$ cat config.mk
export PLATFORM = sky130hd
export DESIGN_NAME = pwm_demod
export DESIGN_NICKNAME = d
export VERILOG_FILES = /design/src/rtl/pwm_demod_pkg.sv /design/src/rtl/pwm_demod_sync_edge.sv /design/src/rtl/pwm_demod.sv
export SDC_FILE = /design/constraint.sdc
export NUM_CORES = 1
export LEC_CHECK = 0
export CORE_MARGIN = 4
export CORE_UTILIZATION = 53
export DETAILED_ROUTE_END_ITERATION = 8
export PLACE_DENSITY = 0.79
export RECOVER_POWER = 100
export SLEW_MARGIN = 20
export SYNTH_ARGS = -nofsm -noshare
export SYNTH_HDL_FRONTEND = slang
export SYNTH_SLANG_ARGS = --single-unit
$ cat constraint.sdc
create_clock -name clk -period 7.15 [get_ports clk]
set_clock_uncertainty 0.1 [all_clocks]
set_input_delay 2.145 -clock clk [delete_from_list [all_inputs] [get_ports clk]]
set_output_delay 2.145 -clock clk [all_outputs]
set_load 0.02 [all_outputs]
$ cat src/rtl/pwm_demod_pkg.sv
// Shared definitions for the PWM demodulator and its companion modulator.
package pwm_demod_pkg;

    localparam int unsigned DEFAULT_WIDTH = 8;

    typedef enum logic {
        SEARCH = 1'b0,
        TRACK  = 1'b1
    } state_t;

endpackage

$ cat src/rtl/pwm_demod_sync_edge.sv
// Metastability synchronizer for the asynchronous PWM input plus rising-edge detect.
module pwm_demod_sync_edge #(
    parameter int unsigned SYNC_STAGES = 2
) (
    input  logic clk,
    input  logic rst_n,
    input  logic async_in,
    output logic level,
    output logic rise
);

    logic [SYNC_STAGES-1:0] sync_q, sync_d;
    logic                   dly_q, dly_d;

    always_comb begin
        sync_d = {sync_q[SYNC_STAGES-2:0], async_in};
        dly_d  = sync_q[SYNC_STAGES-1];
    end

    always_ff @(posedge clk or negedge rst_n) begin
        if (!rst_n) begin
            sync_q <= '0;
            dly_q  <= 1'b0;
        end else begin
            sync_q <= sync_d;
            dly_q  <= dly_d;
        end
    end

    assign level = sync_q[SYNC_STAGES-1];
    assign rise  = level & ~dly_q;

endmodule

$ cat src/rtl/pwm_demod.sv
// Recovers one signed sample per 2^WIDTH-cycle PWM frame by counting high cycles,
// aligning frames on the rising edge that starts each frame.
module pwm_demod
    import pwm_demod_pkg::*;
#(
    parameter int unsigned WIDTH       = DEFAULT_WIDTH,
    parameter int unsigned SYNC_STAGES = 2
) (
    input  logic             clk,
    input  logic             rst_n,
    input  logic             pwm_in,
    output logic [WIDTH-1:0] sample,
    output logic             sample_valid,
    output logic             locked,
    output logic             sync_err
);

    localparam int unsigned N_LAST = (1 << WIDTH) - 1;
    localparam int unsigned HALF   = 1 << (WIDTH - 1);
    localparam int unsigned DW     = WIDTH + 2;

    logic pwm_s;
    logic rise;

    state_t state_q, state_d;

    logic [WIDTH-1:0] wcnt_q, wcnt_d;
    logic [WIDTH:0]   hcnt_q, hcnt_d;
    logic [WIDTH-1:0] sample_q, sample_d;
    logic             sample_valid_q, sample_valid_d;
    logic             locked_q, locked_d;
    logic             sync_err_q, sync_err_d;

    logic              frame_end_c;
    logic              mid_rise_c;
    logic [WIDTH:0]    h_c;
    logic signed [DW-1:0] diff_c;
    logic [WIDTH-1:0]  sat_c;

    pwm_demod_sync_edge #(
        .SYNC_STAGES(SYNC_STAGES)
    ) u_sync_edge (
        .clk     (clk),
        .rst_n   (rst_n),
        .async_in(pwm_in),
        .level   (pwm_s),
        .rise    (rise)
    );

    // Frame-end high count and its saturated bipolar mapping; H = N clips to +max.
    always_comb begin
        frame_end_c = (wcnt_q == WIDTH'(N_LAST));
        mid_rise_c  = rise && (wcnt_q != '0);
        h_c         = hcnt_q + (WIDTH+1)'(pwm_s);
        diff_c      = $signed({1'b0, h_c}) - $signed(DW'(HALF));
        if (diff_c > $signed(DW'(HALF - 1))) begin
            sat_c = WIDTH'(HALF - 1);
        end else begin
            sat_c = diff_c[WIDTH-1:0];
        end
    end

    always_ff @(posedge clk or negedge rst_n) begin
        if (!rst_n) begin
            state_q <= SEARCH;
        end else begin
            state_q <= state_d;
        end
    end

    always_comb begin
        state_d = state_q;
        unique case (state_q)
            SEARCH:  if (rise) state_d = TRACK;
            TRACK:   state_d = TRACK;
            default: state_d = SEARCH;
        endcase
    end

    // A rise anywhere but the first cycle of a frame (including the last one) resyncs.
    always_comb begin
        wcnt_d         = wcnt_q;
        hcnt_d         = hcnt_q;
        sample_d       = sample_q;
        sample_valid_d = 1'b0;
        locked_d       = locked_q;
        sync_err_d     = sync_err_q;
        unique case (state_q)
            SEARCH: begin
                locked_d = 1'b0;
                if (rise) begin
                    wcnt_d = WIDTH'(1);
                    hcnt_d = (WIDTH+1)'(1);
                end else begin
                    wcnt_d = '0;
                    hcnt_d = '0;
                end
            end
            TRACK: begin
                if (mid_rise_c) begin
                    wcnt_d     = WIDTH'(1);
                    hcnt_d     = (WIDTH+1)'(1);
                    sync_err_d = 1'b1;
                    locked_d   = 1'b0;
                end else if (frame_end_c) begin
                    sample_d       = sat_c;
                    sample_valid_d = 1'b1;
                    locked_d       = 1'b1;
                    wcnt_d         = '0;
                    hcnt_d         = '0;
                end else begin
                    wcnt_d = wcnt_q + WIDTH'(1);
                    hcnt_d = h_c;
                end
            end
            default: ;
        endcase
    end

    always_ff @(posedge clk or negedge rst_n) begin
        if (!rst_n) begin
            wcnt_q         <= '0;
            hcnt_q         <= '0;
            sample_q       <= '0;
            sample_valid_q <= 1'b0;
            locked_q       <= 1'b0;
            sync_err_q     <= 1'b0;
        end else begin
            wcnt_q         <= wcnt_d;
            hcnt_q         <= hcnt_d;
            sample_q       <= sample_d;
            sample_valid_q <= sample_valid_d;
            locked_q       <= locked_d;
            sync_err_q     <= sync_err_d;
        end
    end

    assign sample       = sample_q;
    assign sample_valid = sample_valid_q;
    assign locked       = locked_q;
    assign sync_err     = sync_err_q;

endmodule

==> results.json <==
{
  "grt_max_degree": 33,
  "synth_ff_type": "dfrtp_1",
  "placed_area_um2": 1630,
  "synth.cell_area_um2": 1490,
  "final_util": 0.637,
  "rsz0062_at_grt": "no",
  "finalInstanceArea_um2": 1650,
  "worstPathArrival_ns": 3.86,
  "cts_tree": "done",
  "cts_root_buf": "clkbuf_4",
  "final_common_cell": "dfrtp_1",
  "p_leak_nw": 0.811,
  "post_cts_buffers": 0,
  "grtUsageTotal": 0.179,
  "port_buffers": 13,
  "maxCapViolations": 1,
  "synth.distinct_cells": 33,
  "crit_family": "buffers and inverters",
  "period_needed_ns": 3.81,
  "antenna_found_initial": 0,
  "max-slew-margin-rel": -0.0937,
  "cp_num_buf_inv": 2,
  "clk_pin_slew_ns": 0.09,
  "antenna_cells": 0,
  "avgSynthCellArea_um2": 11.1,
  "die_area_um2": 3730,
  "synth_cells": 134,
  "post-route-drc-count": 0,
  "cp_data_required_time_ns": 7.19,
  "cp-start-kind": "input pin",
  "end_kind": "async pin",
  "fin_setup_tns_ns": 0,
  "cts.path.max_buffers": 2,
  "htreeDepth": 2,
  "drive_gt1_frac": 0.0789,
  "clock.fmax_mhz": 262,
  "synth_nets": 143,
  "insertion_delay_ns": 0.32,
  "synth_top_cell_area_share": 0.536,
  "async_flop_share": 1.00,
  "row_count": 18,
  "die_x_um": 61.1,
  "hp-class": "flop to flop",
  "io_pins": 14,
  "drtIter0Drc": 24,
  "vias_per_cell": 5.66,
  "syn2layout_area_growth_pct": 10.5,
  "grt_pass1_vias": 1039,
  "yosys_warnings": 0,
  "synth_top_cell_by_area": "dfrtp_1",
  "p_per_area_nw_per_um2": 243,
  "dr.pass1.iters": 4,
  "synth_edf_count": 0,
  "dp_hpwl_um": 2030,
  "ys_ff_latch": 32,
  "path_cells": "dlygate4sd3_1, clkbuf_1",
  "yosysSeqAreaShare": 0.536,
  "cp_max_fo": 32,
  "crit_type": "input pin to async pin",
  "core_region_area_um2": 2590,
  "finalSetupViolCount": 0,
  "cts_hold_repair.buffers": 0,
  "die_y_um": 61.1,
  "final_max_slew_viol_count": 33,
  "hold_violations": 0,
  "wire_per_inst_um": 15.7,
  "ir_drop_mv": 0.168,
  "start_util": 0.576,
  "layout_common_cells": "dfrtp_1, nor2_1, dlygate4sd3_1, inv_1",
  "nNetsFinal": 161,
  "max_stage_delay_ns": 1.18,
  "synthTopCellsByArea": "dfrtp_1, ha_1, nor2_1",
  "violations": "max-capacitance violations, max-slew violations",
  "drt-total-wl_um": 2850,
  "ctsResizeCount": 0,
  "grt_overflow": 0,
  "tightest_slew_ns": 1.64,
  "outcome": "complete, but fails checks",
  "place_congestion": 0.759,
  "cts.sinks": 32,
  "grt_pass1_wl_um": 4750,
  "cts_buffers": 5,
  "crit_slowest_cell": "clkbuf_1",
  "fin_crit_sh": 0.534,
  "vias": 1030,
  "postRouteAntennaNets": 0
}
==> final cells by class <==
type	count	area (um^2)
Sequential cell	32	801
Timing Repair Buffer	14	134
Fill cell	199	941
Multi-Input combinational cell	90	597
Tap cell	30	37.5
Inverter	9	33.8
Clock inverter	1	5.00
Clock buffer	6	41.3
==> final timing paths <==
kind                                            startpoint                              end  slack (ns)  depth (start not counted)
setup / recovery                                     rst_n            sample[6]$_DFFE_PN0P_        3.34                          2
hold / removal             u_sync_edge.sync_q[0]$_DFF_PN0_  u_sync_edge.sync_q[1]$_DFF_PN0_        0.27                          0
setup reg to reg           u_sync_edge.sync_q[1]$_DFF_PN0_            sample[1]$_DFFE_PN0P_        4.30                         10
hold reg to reg            u_sync_edge.sync_q[0]$_DFF_PN0_  u_sync_edge.sync_q[1]$_DFF_PN0_        0.27                          0
max in group clk                      sync_err$_DFFE_PN0P_                         sync_err        3.54                          1
min in group asynchronous                            rst_n              wcnt_q[7]$_DFF_PN0_        2.66                          2
==> per-layer routing <==
layer  track usage  routed length, um  part of all wire  vias to the layer above
li1              -                  -                 -                      496
met1         0.238               1370              0.48                      509
met2         0.273               1320              0.46                       21
met3        0.0608                125             0.044                        4
met4        0.0681                 29             0.010                        0
met5             0                  0                 0                        -
==> per-stage QoR <==
step                hold WS (ns)  setup WS (ns)  instances  power (W)
floorplan                  0.231           4.48        134   0.000297
global route               0.278           2.92        182   0.000426
finish                     0.267           3.34        182   0.000400
detailed placement         0.254           3.96        175   0.000320
CTS                        0.271           3.60        182   0.000411
global placement           0.235           3.97        175   0.000315
==> state kept, by name, indices dropped and copies added (netlist names) <==
register            flops
locked                  1
sample                  8
wcnt_q                  8
u_sync_edge.dly_q       1
u_sync_edge.sync_q      2
sample_valid            1
hcnt_q                  9
sync_err                1
state_q                 1
==> worst reg2reg max path: stages (launching register included) <==
cell and delay, ns:
dfrtp_1 0.38, ha_1 0.22, ha_1 0.20, nand3_1 0.17, nor3_1 0.22, xnor2_1 0.22, ha_1 0.24, xor2_1 0.61
inv_1 0.11, o41ai_1 0.11, a31oi_1 0.15
==> kinds of logic after synthesis <==
kind of cell,count (synthesis),share of synthesized area
compound gates,23,0.103
xor+xnor,14,0.0821
fa+ha+maj,6,0.0503
buf+inv,12,0.0453
flops,32,0.536
simple gates,47,0.183
==> synthesized netlist by cell type, types with 2 or more instances <==
master   count
buf_6        3
nor2_1      19
xnor2_1      7
ha_1         6
nand4_1      3
a31oi_1      7
a21oi_1      7
o21ai_0      2
nand2_1      7
inv_1        9
nand3_1      4
dfrtp_1     32
nor3_1       2
xor2_1       7
==> where the power goes <==
part / internal (W) / switching, W / total, W
Combinational: 0.0000328 / 0.0000494 / 0.0000822
Sequential: 0.000203 / 0.0000219 / 0.000225
Clock: 0.0000362 / 0.0000567 / 0.0000929
Power figures use the tool's default switching activity.
